==> src/rtl/lsu_mem_port_if.sv <==
// -----------------------------------------------------------------------------
// lsu_mem_port_if
// Memory-side bus of the load/store unit.
//   master modport : LSU side (drives request, address, strobes, write data)
//   slave  modport : memory side (drives grant and read return)
// Signals:
//   mem_req    request, held until mem_gnt
//   mem_we     write enable
//   mem_addr   word-aligned byte address, bits [1:0] always 0
//   mem_wstrb  byte strobes
//   mem_wdata  lane-shifted write data
//   mem_gnt    request accepted when mem_req && mem_gnt
//   mem_rvalid read data valid, one or more cycles after the grant
//   mem_rdata  read data
// -----------------------------------------------------------------------------
interface lsu_mem_port_if #(
  parameter int ADDR_W = 17
);
  logic              mem_req;
  logic              mem_we;
  logic [ADDR_W-1:0] mem_addr;
  logic [3:0]        mem_wstrb;
  logic [31:0]       mem_wdata;
  logic              mem_gnt;
  logic              mem_rvalid;
  logic [31:0]       mem_rdata;

  modport master (
    output mem_req, mem_we, mem_addr, mem_wstrb, mem_wdata,
    input  mem_gnt, mem_rvalid, mem_rdata
  );

  modport slave (
    input  mem_req, mem_we, mem_addr, mem_wstrb, mem_wdata,
    output mem_gnt, mem_rvalid, mem_rdata
  );
endinterface

==> src/rtl/lsu_mem_port.sv <==
// -----------------------------------------------------------------------------
// lsu_mem_port
// Load/store unit memory port. Accepts one byte/half/word access from the
// pipeline, drives it onto a word-wide memory bus with byte strobes, and
// returns a sign/zero-extended load result with a one-cycle resp_valid pulse.
//
// Build option: MISALIGN_SPLIT_EN
//   defined   : misaligned accesses are split into two word accesses
//               (second word wraps at the top of the address space);
//               misalign_err is tied to 0.
//   undefined : misaligned accesses complete immediately with misalign_err=1,
//               resp_data=0 and no memory request.
//
// Ports:
//   clk, rst_n              clock, asynchronous active-low reset
//   req_valid / req_ready   request handshake (ready only when idle)
//   alucode                 access type (ALU_LB ... ALU_SW encodings below)
//   is_load / is_store      access direction, exactly one must be set
//   addr, wdata             byte address, right-aligned store data
//   resp_valid              one-cycle completion pulse
//   resp_data               extended load data, 0 for stores
//   misalign_err            qualifies resp_valid
//   mem                     memory bus (lsu_mem_port_if.master)
// -----------------------------------------------------------------------------
module lsu_mem_port #(
  parameter int ADDR_W = 17
) (
  input  logic              clk,
  input  logic              rst_n,
  input  logic              req_valid,
  output logic              req_ready,
  input  logic [5:0]        alucode,
  input  logic              is_load,
  input  logic              is_store,
  input  logic [ADDR_W-1:0] addr,
  input  logic [31:0]       wdata,
  output logic              resp_valid,
  output logic [31:0]       resp_data,
  output logic              misalign_err,
  lsu_mem_port_if.master    mem
);

  // Access-type encodings shared with the core's decoder.
  localparam logic [5:0] ALU_LB  = 6'd11;
  localparam logic [5:0] ALU_LH  = 6'd12;
  localparam logic [5:0] ALU_LW  = 6'd13;
  localparam logic [5:0] ALU_LBU = 6'd14;
  localparam logic [5:0] ALU_LHU = 6'd15;
  localparam logic [5:0] ALU_SB  = 6'd16;
  localparam logic [5:0] ALU_SH  = 6'd17;
  localparam logic [5:0] ALU_SW  = 6'd18;

  typedef enum logic [2:0] {IDLE, REQ0, RD0, REQ1, RD1, DONE} state_t;

  // Access size: 0 byte, 1 half, 2 word.
  function automatic logic [1:0] size_of(input logic [5:0] code);
    logic [1:0] s;
    case (code)
      ALU_LB, ALU_LBU, ALU_SB: s = 2'd0;
      ALU_LH, ALU_LHU, ALU_SH: s = 2'd1;
      default:                 s = 2'd2;
    endcase
    return s;
  endfunction

  function automatic logic misaligned(input logic [1:0] size, input logic [1:0] off);
    return ((size == 2'd1) && (off == 2'd3)) || ((size == 2'd2) && (off != 2'd0));
  endfunction

  // Exactly one direction bit set, and the alucode must belong to it.
  function automatic logic req_legal(input logic [5:0] code, input logic ld, input logic st);
    logic code_ld;
    logic code_st;
    code_ld = (code == ALU_LB) || (code == ALU_LH) || (code == ALU_LW) ||
              (code == ALU_LBU) || (code == ALU_LHU);
    code_st = (code == ALU_SB) || (code == ALU_SH) || (code == ALU_SW);
    return (ld && !st && code_ld) || (st && !ld && code_st);
  endfunction

  state_t            state_reg, state_next;
  logic [5:0]        alu_reg;
  logic [ADDR_W-1:0] addr_reg;
  logic [31:0]       wdata_reg;
  logic              load_reg;
  logic              err_reg;
  logic [31:0]       part0_reg;
  logic [31:0]       part1_reg;

  logic              accept;
  logic              skip_mem;
  logic              split;
  logic [1:0]        off;
  logic [1:0]        size;
  logic [3:0]        base_strb;
  logic [7:0]        strobe8;
  logic [63:0]       wdata64;
  logic [ADDR_W-3:0] word0, word1;
  logic [31:0]       rd_word;
  logic [31:0]       ld_ext;

  assign accept = req_valid && (state_reg == IDLE) && req_legal(alucode, is_load, is_store);

  // Datapath derived from the captured request.
  assign off  = addr_reg[1:0];
  assign size = size_of(alu_reg);

  always_comb begin
    base_strb = 4'b1111;
    case (size)
      2'd0:    base_strb = 4'b0001;
      2'd1:    base_strb = 4'b0011;
      default: base_strb = 4'b1111;
    endcase
  end

  assign strobe8 = {4'b0000, base_strb} << off;
  assign wdata64 = {32'h0, wdata_reg} << {off, 3'b000};
  assign word0   = addr_reg[ADDR_W-1:2];
  // Natural overflow of the word index gives the wrap to word 0.
  assign word1   = word0 + 1'b1;

`ifdef MISALIGN_SPLIT_EN
  // Any strobe spilling into the upper nibble means a second word is needed.
  assign split        = |strobe8[7:4];
  assign skip_mem     = 1'b0;
  assign misalign_err = 1'b0;
`else
  // Without splitting, only an aligned access ever reaches memory, so
  // REQ1/RD1 can never be entered.
  assign split        = 1'b0;
  assign skip_mem     = misaligned(size_of(alucode), addr[1:0]);
  assign misalign_err = (state_reg == DONE) && err_reg;
`endif

  // Realign the (possibly two-word) read data, then extend by access type.
  assign rd_word = 32'({part1_reg, part0_reg} >> {off, 3'b000});

  always_comb begin
    ld_ext = rd_word;
    case (alu_reg)
      ALU_LB:  ld_ext = {{24{rd_word[7]}}, rd_word[7:0]};
      ALU_LH:  ld_ext = {{16{rd_word[15]}}, rd_word[15:0]};
      ALU_LBU: ld_ext = {24'h0, rd_word[7:0]};
      ALU_LHU: ld_ext = {16'h0, rd_word[15:0]};
      default: ld_ext = rd_word;
    endcase
  end

  // State and captured request.
  always_ff @(posedge clk or negedge rst_n) begin
    if (!rst_n) begin
      state_reg <= IDLE;
      alu_reg   <= '0;
      addr_reg  <= '0;
      wdata_reg <= '0;
      load_reg  <= 1'b0;
      err_reg   <= 1'b0;
      part0_reg <= '0;
      part1_reg <= '0;
    end else begin
      state_reg <= state_next;
      if (accept) begin
        alu_reg   <= alucode;
        addr_reg  <= addr;
        wdata_reg <= wdata;
        load_reg  <= is_load;
        err_reg   <= skip_mem;
        part0_reg <= '0;
        part1_reg <= '0;  // stays 0 for unsplit loads so the shift is clean
      end
      if ((state_reg == RD0) && mem.mem_rvalid) part0_reg <= mem.mem_rdata;
      if ((state_reg == RD1) && mem.mem_rvalid) part1_reg <= mem.mem_rdata;
    end
  end

  // Next state and outputs. Everything is decoded from state_reg, so reset
  // forces the idle output values without waiting for a clock.
  always_comb begin
    state_next     = state_reg;
    req_ready      = 1'b0;
    resp_valid     = 1'b0;
    resp_data      = 32'h0;
    mem.mem_req    = 1'b0;
    mem.mem_we     = 1'b0;
    mem.mem_addr   = '0;
    mem.mem_wstrb  = 4'b0000;
    mem.mem_wdata  = 32'h0;

    case (state_reg)
      IDLE: begin
        req_ready = 1'b1;
        if (accept) state_next = skip_mem ? DONE : REQ0;
      end
      REQ0: begin
        mem.mem_req   = 1'b1;
        mem.mem_we    = !load_reg;
        mem.mem_addr  = {word0, 2'b00};
        mem.mem_wstrb = strobe8[3:0];
        mem.mem_wdata = load_reg ? 32'h0 : wdata64[31:0];
        if (mem.mem_gnt) state_next = load_reg ? RD0 : (split ? REQ1 : DONE);
      end
      RD0: begin
        if (mem.mem_rvalid) state_next = split ? REQ1 : DONE;
      end
      REQ1: begin
        mem.mem_req   = 1'b1;
        mem.mem_we    = !load_reg;
        mem.mem_addr  = {word1, 2'b00};
        mem.mem_wstrb = strobe8[7:4];
        mem.mem_wdata = load_reg ? 32'h0 : wdata64[63:32];
        if (mem.mem_gnt) state_next = load_reg ? RD1 : DONE;
      end
      RD1: begin
        if (mem.mem_rvalid) state_next = DONE;
      end
      DONE: begin
        resp_valid = 1'b1;
        resp_data  = (load_reg && !err_reg) ? ld_ext : 32'h0;
        state_next = IDLE;
      end
      default: state_next = IDLE;
    endcase
  end

endmodule

==> src/flat_wrapper.sv <==
// flat-port wrapper written by rule: the top's interface ports become plain ports
module lsu_mem_port_flat 
#(
  parameter int ADDR_W = 17
)
  (clk, rst_n, req_valid, req_ready, alucode, is_load, is_store, addr, wdata, resp_valid, resp_data, misalign_err, mem_mem_req, mem_mem_we, mem_mem_addr, mem_mem_wstrb, mem_mem_wdata, mem_mem_gnt, mem_mem_rvalid, mem_mem_rdata);
  lsu_mem_port_if #(.ADDR_W(ADDR_W)) mem_i ();
  input  logic clk;
  input  logic rst_n;
  input  logic req_valid;
  output logic req_ready;
  input  logic [5:0] alucode;
  input  logic is_load;
  input  logic is_store;
  input  logic [ADDR_W-1:0] addr;
  input  logic [31:0] wdata;
  output logic resp_valid;
  output logic [31:0] resp_data;
  output logic misalign_err;
  output wire logic [$bits(mem_i.mem_req)-1:0] mem_mem_req;
  output wire logic [$bits(mem_i.mem_we)-1:0] mem_mem_we;
  output wire logic [$bits(mem_i.mem_addr)-1:0] mem_mem_addr;
  output wire logic [$bits(mem_i.mem_wstrb)-1:0] mem_mem_wstrb;
  output wire logic [$bits(mem_i.mem_wdata)-1:0] mem_mem_wdata;
  input wire logic [$bits(mem_i.mem_gnt)-1:0] mem_mem_gnt;
  input wire logic [$bits(mem_i.mem_rvalid)-1:0] mem_mem_rvalid;
  input wire logic [$bits(mem_i.mem_rdata)-1:0] mem_mem_rdata;
  assign mem_mem_req = mem_i.mem_req;
  assign mem_mem_we = mem_i.mem_we;
  assign mem_mem_addr = mem_i.mem_addr;
  assign mem_mem_wstrb = mem_i.mem_wstrb;
  assign mem_mem_wdata = mem_i.mem_wdata;
  assign mem_i.mem_gnt = mem_mem_gnt;
  assign mem_i.mem_rvalid = mem_mem_rvalid;
  assign mem_i.mem_rdata = mem_mem_rdata;
  lsu_mem_port #(.ADDR_W(ADDR_W)) u_core (.clk(clk), .rst_n(rst_n), .req_valid(req_valid), .req_ready(req_ready), .alucode(alucode), .is_load(is_load), .is_store(is_store), .addr(addr), .wdata(wdata), .resp_valid(resp_valid), .resp_data(resp_data), .misalign_err(misalign_err), .mem(mem_i));
endmodule
==> config.mk <==
export PLATFORM = sky130hd
export DESIGN_NAME = lsu_mem_port_flat
export DESIGN_NICKNAME = d
export VERILOG_FILES = /design/src/rtl/lsu_mem_port_if.sv /design/src/rtl/lsu_mem_port.sv /design/src/flat_wrapper.sv
export SDC_FILE = /design/constraint.sdc
export NUM_CORES = 1
export LEC_CHECK = 0
export BUFFER_PORTS_ARGS = -buffer_cell sky130_fd_sc_hd__buf_2
export CORE_ASPECT_RATIO = 0.8
export CORE_UTILIZATION = 30
export CTS_CLUSTER_SIZE = 12
export DETAILED_ROUTE_END_ITERATION = 16
export PLACE_DENSITY = 0.58
export SLEW_MARGIN = 20
export SYNTH_ARGS = -nofsm -noshare
export SYNTH_HDL_FRONTEND = slang
export SYNTH_SLANG_ARGS = --single-unit
==> constraint.sdc <==
create_clock -name clk -period 2.47 [get_ports clk]
set_input_delay 0.247 -clock clk [delete_from_list [all_inputs] [get_ports clk]]
set_output_delay 0.247 -clock clk [all_outputs]
set_load 0.01 [all_outputs]
==> impl_metrics.py, run 1 <==
metrics = {
    "outcome": {
        "status": "complete, but fails checks",
        "violated_checks": "setup timing",
    },
    "power": {
        "cell_internal_pwr_mw": 5.82,
        "power_frac_comb_pct": 37.7,
        "total_leakage_power_nw": 4.06,
        "power_density_nw_per_um2": 1020,
        "clock_power_share_pct": 26.8,
        "worst_ir_drop_vdd_mv": 0.341,
        "seqPwrFrac_pct": 35.5,
        "p_switching_mw": 3.46,
        "net_switching_share_of_the_total_power_pct": 37.3,
        "report.power.total_mw": 9.28,
    },
    "floorplan": {
        "std_cell_rows": 49,
        "fp.dieArea_um2": 23900,
        "coreArea_um2": 22700,
        "num_io_pins": 184,
        "die-height_um": 139,
        "fp.dieW_um": 173,
        "floorplan.initialDensity_pct": 30.8,
    },
    "sta": {
        "maxSlewViolCount": 0,
        "timing.clock.skew_ns": 0.00774,
        "layout_worst_path_cycle_share_pct": 100,
        "worst-slew-pin-transition_ns": 0.673,
        "grt_setup_unrepaired": "true",
        "max-slew-margin-rel_pct": 54.7,
        "maxClockFrequency_mhz": 404,
        "timing.final.setup_violations": 2,
        "report.final.hold_viol_count": 0,
        "period_needed_ns": 2.48,
        "timing.final.ws_setup_ns": -0.00555,
    },
    "layout": {
        "final_net_count": 989,
        "final_common_cell": "sky130_fd_sc_hd__buf_2",
        "synthToLayoutAreaGrowth_pct": 29.4,
        "final_core_util_pct": 39.9,
        "drive_above_1_share_pct": 39.6,
        "most-common-layout-cells": "sky130_fd_sc_hd__buf_2, sky130_fd_sc_hd__nand2_1, sky130_fd_sc_hd__dfrtp_1, sky130_fd_sc_hd__nor2_1, sky130_fd_sc_hd__o21ai_0",
        "final.fill_count": 2289,
    },
    "clocking": {
        "clock-sinks": 116,
        "clock_tree_from_tritoncts": "done",
        "cts-htree-levels": 4,
        "insertion_delay_ns": 0.42,
        "tritoncts.num_buffers": 17,
        "cts-root-buf": "sky130_fd_sc_hd__clkbuf_16",
        "cts-root-to-sink-buffers": 2,
        "clkTransAtPathRegs_ns": 0.05,
    },
    "setup_path": {
        "rr_endpoint": "u_core.part1_reg[5]",
        "endpoint_kind": "primary output",
        "worst-endpoint-arrival_ns": 2.23,
        "reg2reg_from": "u_core.state_reg[1]",
        "timing.critical_path.fanout_max": 8,
        "worstSetupStartpointType": "flip-flop",
        "worst_path_required_time_ns": 2.22,
        "ff2ff_path_depth": 6,
        "reg2reg_slack_ns": 0.59,
        "critical_path_class": "reg -> out",
    },
    "global_routing": {
        "grt_util_all_layers_pct": 17.9,
        "grt_overflow": 0,
        "grt_max_degree": 65,
        "first_global_vias": 5930,
        "grt_pass1_wl_um": 33500,
        "antenna_violations_before_repair": 5,
    },
    "detailed_routing": {
        "number_of_remaining_drc_errors": 0,
        "drt-vias-per-instance": 5.02,
        "drt_pass1_iterations": 5,
        "postRouteWirelength_um": 21300,
        "routed-via-count": 6102,
        "drt.antenna.violating_nets": 0,
        "routed_wire_length_per_instance_um": 17.5,
        "drt_iter0_markers": 280,
    },
    "logic_synthesis": {
        "synth-edff-count": 0,
        "ys.flop_type": "sky130_fd_sc_hd__dfrtp_1",
        "ys_seq_elements": 116,
        "synth-warning-count": 0,
        "synth-seq-area-share_pct": 41.5,
        "synth.distinct_cells": 53,
        "asyncSetResetFlopFracSynth_pct": 100,
        "syn_inst": 724,
        "post_synth.cell_area_avg_um2": 9.67,
        "mappedNetlistArea_um2": 7000,
    },
    "min_path": {
        "hold_end": "u_core.part0_reg[24]",
        "holdCritPathClass": "in -> reg",
        "min_from": "mem_mem_rdata[24]",
        "worst_hold_path.num_cells": 3,
    },
    "placement": {
        "place.port_buffers": 181,
        "gp_congestion": 0.897,
        "dp.final_hpwl_um": 15200,
    },
    "job": {
        "max_cap_violations": 0,
    },
}
cell usage after synthesis (all sizes together) (2+ instances only):
cell type	number	area share, %
a211oi	10	1.1
a21oi	16	1.1
a22o	7	0.88
a22oi	2	0.21
a31oi	5	0.45
and2	12	1.1
and3	4	0.36
buf	33	2.4
clkbuf	27	1.4
dfrtp	116	41
inv	6	0.32
mux2	58	9.3
mux2i	27	3.9
mux4	31	10
nand2	141	7.6
nand2b	7	0.63
nand3	8	0.57
nand4	4	0.36
nand4b	2	0.25
nor2	61	3.3
nor2b	9	0.80
nor3	7	0.57
nor3b	2	0.21
nor4	2	0.27
o211ai	4	0.50
o21ai	64	4.6
o21bai	2	0.21
o22ai	23	2.1
o2bb2ai	3	0.38
or3	4	0.36
or4b	3	0.48
xnor2	3	0.38
xor2	10	1.3
cell type report:
type | instances | area, um2 | share of cell area, %
Timing Repair Buffer | 210 | 1200 | 13.3
Clock inverter | 14 | 153 | 1.69
Sequential cell | 116 | 2910 | 32.2
Tap cell | 306 | 383 | 4.23
Clock buffer | 18 | 439 | 4.85
Inverter | 7 | 30.0 | 0.332
Multi-Input combinational cell | 542 | 3930 | 43.4
Antenna cell | 3 | 7.51 | 0.0829
how the worst max path moves through the flow:
| stage | start | endpoint | slack (ns) | cells past startpoint |
|---|---|---|---|---|
| after floorplan | u_core.state_reg[1] | resp_data[21] | 0.39 | 8 |
| after global placement | u_core.alu_reg[4] | resp_data[15] | 0.12 | 5 |
| after detailed placement | u_core.alu_reg[4] | resp_data[15] | 0.09 | 5 |
| after CTS | u_core.addr_reg[1] | resp_data[15] | -0.09 | 5 |
| after global routing | u_core.alu_reg[4] | resp_data[11] | -0.07 | 5 |
| final | u_core.addr_reg[1] | resp_data[15] | -0.006 | 5 |
logic make-up after synthesis:
family | Yosys count | synth area share [%]
simple gates | 268 | 17.0
compound gates | 142 | 12.2
mux | 116 | 23.2
flops | 116 | 41.5
buf+inv | 67 | 4.24
xor+xnor | 13 | 1.63
fa+ha+maj | 1 | 0.179
other cells | 1 | 0.0536
per-layer routing:
layer	global-route usage [%]	wire, um
met1	25.8	10400
met2	26.3	9530
met3	4.19	951
met4	6.33	399
met5	0	0
power by group through the flow:
stage          clock network (mW)  logic [mW]  registers (mW)
3_5_place_dp                    0        3.34            3.30
5_1_grt                      2.62        3.85            3.39
6_report                     2.48        3.50            3.29
3_3_place_gp                    0        3.32            3.27
2_1_floorplan                   0        2.47            2.99
4_1_cts                      2.53        3.40            3.27
critical path: stages (launching register included):
cell	delay [ns]
sky130_fd_sc_hd__dfrtp_2	0.44
sky130_fd_sc_hd__mux2i_1	0.13
sky130_fd_sc_hd__mux2_4	0.29
sky130_fd_sc_hd__or4b_4	0.61
sky130_fd_sc_hd__a21oi_4	0.19
sky130_fd_sc_hd__buf_2	0.15
through the flow:
stage          setup TNS, ns  setup slack, ns  hold WS (ns)  cell area (um2)  cells
2_1_floorplan              0            0.392       -0.0486             7000    725
3_3_place_gp               0            0.117         0.284             8280   1174
3_5_place_dp               0           0.0925         0.279             8280   1174
4_1_cts               -0.263          -0.0901        0.0256             8940   1209
5_1_grt               -0.407          -0.0688        0.0433             9050   1215
6_report            -0.00701         -0.00555        0.0372             9050   1216
timing repair:
action,in CTS,in global routing
setup endpoints to repair,51,59
gates resized for setup,12,19
hold buffers,1,0
hold endpoints to repair,38,0
gates cloned,0,0
setup buffers,2,4
pin swaps,2,4
Power figures use the tool's default switching activity.
==> run 2, diff against run 1 <==
Settings changed: PLACE_DENSITY 0.58 to 0.6, SETUP_SLACK_MARGIN set to 0.15.
==> run 2 against run 1 <==
  * The run now ends clean
  * First-iteration DRC count up 31%
  * Fmax grew 2.9%
  * Worst hold slack better by 0.0056 ns
  * Combinational power up 6.3%
  * Clock-buffer cell count decreased by 1
  * Critical path depth is the same
  * Sequential share of layout area down 1.2 points
==> impl_metrics.py, run 2 (synthesized netlist as in run 1, its figures left out) <==
metrics = {
    "outcome": {
        "status": "completed",
    },
    "global_routing": {
        "antenna_violations_before_repair": 3,
        "first_global_vias": 5873,
        "grt_overflow": 0,
        "grt_pass1_wl_um": 33300,
        "grt_util_all_layers_pct": 17.8,
        "grt_max_degree": 86,
    },
    "detailed_routing": {
        "routed-via-count": 6183,
        "drt_iter0_markers": 368,
        "number_of_remaining_drc_errors": 0,
        "drt-vias-per-instance": 5.06,
        "postRouteWirelength_um": 21100,
        "drt_pass1_iterations": 4,
        "routed_wire_length_per_instance_um": 17.3,
        "drt.antenna.violating_nets": 0,
    },
    "clocking": {
        "clock-sinks": 116,
        "cts-root-to-sink-buffers": 2,
        "clock_tree_from_tritoncts": "done",
        "cts-root-buf": "sky130_fd_sc_hd__clkbuf_16",
        "clkTransAtPathRegs_ns": 0.07,
        "tritoncts.num_buffers": 17,
        "insertion_delay_ns": 0.42,
        "cts-htree-levels": 4,
    },
    "setup_path": {
        "worst-endpoint-arrival_ns": 2.16,
        "worstPathCellList": "mux2i_1 > mux2_4 > or4b_4 > a21oi_2 > buf_2",
        "worstSetupStartpointType": "flip-flop",
        "reg2reg_slack_ns": 0.39,
        "reg2reg_from": "u_core.state_reg[0]",
        "rr_endpoint": "u_core.addr_reg[0]",
        "worst_path_required_time_ns": 2.22,
        "critical_path.endpoint": "resp_data[10]",
        "crit_start": "u_core.addr_reg[1]",
        "worst_path_max_delay_cell": "sky130_fd_sc_hd__or4b_4",
        "ff2ff_path_depth": 6,
        "endpoint_kind": "primary output",
        "critical_path_class": "reg -> out",
        "cpPeakStageDelay_ns": 0.61,
        "timing.critical_path.fanout_max": 8,
    },
    "sta": {
        "fin_setup_tns_ns": 0,
        "period_needed_ns": 2.41,
        "timing.final.setup_violations": 0,
        "layout_worst_path_cycle_share_pct": 97.4,
        "grt_setup_unrepaired": "true",
        "maxSlewViolCount": 0,
        "maxClockFrequency_mhz": 416,
        "timing.final.ws_setup_ns": 0.0645,
        "report.final.hold_viol_count": 0,
        "timing.clock.skew_ns": 0.0130,
    },
    "layout": {
        "final_core_util_pct": 41.4,
        "most-common-layout-cells": "sky130_fd_sc_hd__buf_2, sky130_fd_sc_hd__nand2_1, sky130_fd_sc_hd__dfrtp_1, sky130_fd_sc_hd__o21ai_0, sky130_fd_sc_hd__mux2_2",
        "synthToLayoutAreaGrowth_pct": 34.3,
        "drive_above_1_share_pct": 43.1,
        "final_net_count": 997,
        "stdcell_count": 1223,
        "final.fill_count": 2234,
        "final_common_cell": "sky130_fd_sc_hd__buf_2",
    },
    "job": {
        "max_cap_violations": 0,
    },
    "placement": {
        "post-place-cells": 1177,
        "pre_cts_slack_ns": 0.280,
        "place.port_buffers": 181,
        "gp_congestion": 0.893,
        "dp.final_hpwl_um": 15100,
    },
    "power": {
        "report.power.total_mw": 9.57,
        "worst_ir_drop_vdd_mv": 0.380,
        "power_density_nw_per_um2": 1020,
        "total_leakage_power_nw": 4.17,
    },
    "floorplan": {
        "num_io_pins": 184,
        "fp.dieArea_um2": 23900,
        "std_cell_rows": 49,
        "coreArea_um2": 22700,
        "fp.dieW_um": 173,
        "die-height_um": 139,
        "floorplan.initialDensity_pct": 30.8,
    },
    "min_path": {
        "holdCritPathClass": "in -> reg",
    },
}
run 2: how the worst min path moves through the flow:
stage | startpoint | end | slack, ns | depth (start not counted)
after global placement | rst_n | u_core.wdata_reg[18] | 0.24 | 1
after floorplan | rst_n | u_core.addr_reg[0] | -0.05 | 0
after CTS | mem_mem_rdata[30] | u_core.part0_reg[30] | 0.03 | 3
after global routing | mem_mem_rdata[9] | u_core.part1_reg[9] | 0.04 | 3
after detailed placement | rst_n | u_core.wdata_reg[10] | 0.24 | 1
final | mem_mem_rdata[4] | u_core.part1_reg[4] | 0.04 | 3
run 2: routing by layer:
layer	up-vias	part of all wire [%]	global-route usage, %
met5	-	0	0
met1	3023	48	26.1
met2	198	46	25.9
li1	2940	-	-
met3	22	5.0	3.73
met4	0	1.7	5.68
run 2: worst max-delay path, delay by kind of cell (launching register included):
family,cells,cell delay [ns]
compound gates,1,0.15
flops,1,0.44
buf+inv,1,0.14
simple gates,1,0.61
mux,2,0.42
run 2: final cells by class:
cell class                 instances  area, um2  area share [%]
tap                              306        383            4.07
clock buffer                      17        425            4.53
antenna                            2       5.00          0.0532
timing repair buffer             218       1380            14.7
inverter                           7       26.3           0.280
sequential                       116       2910            31.0
multi-input combinational        542       4070            43.3
clock inverter                    15        193            2.05
run 2: repair_timing:
item                                    CTS  global route
endpoints found under the hold margin    34             0
cloned                                    1             0
endpoints found under the setup margin   68            60
pin swaps                                16            10
hold buffers                              1             0
setup buffers                             6             4
gates resized for setup                  61            39
run 2: metrics by stage:
stage / hold slack, ns / cell area (um2)
after floorplan: -0.0486 / 7000
after global placement: 0.241 / 8280
after detailed placement: 0.241 / 8280
after CTS: 0.0320 / 9200
after global routing: 0.0414 / 9400
final: 0.0428 / 9400
run 2: power by group:
group | leakage (nW) | internal (mW) | total [mW] | switching, mW
registers | 1.54 | 2.60 | 3.25 | 0.656
clock network | 0.290 | 1.61 | 2.60 | 0.985
logic | 2.34 | 1.80 | 3.72 | 1.92
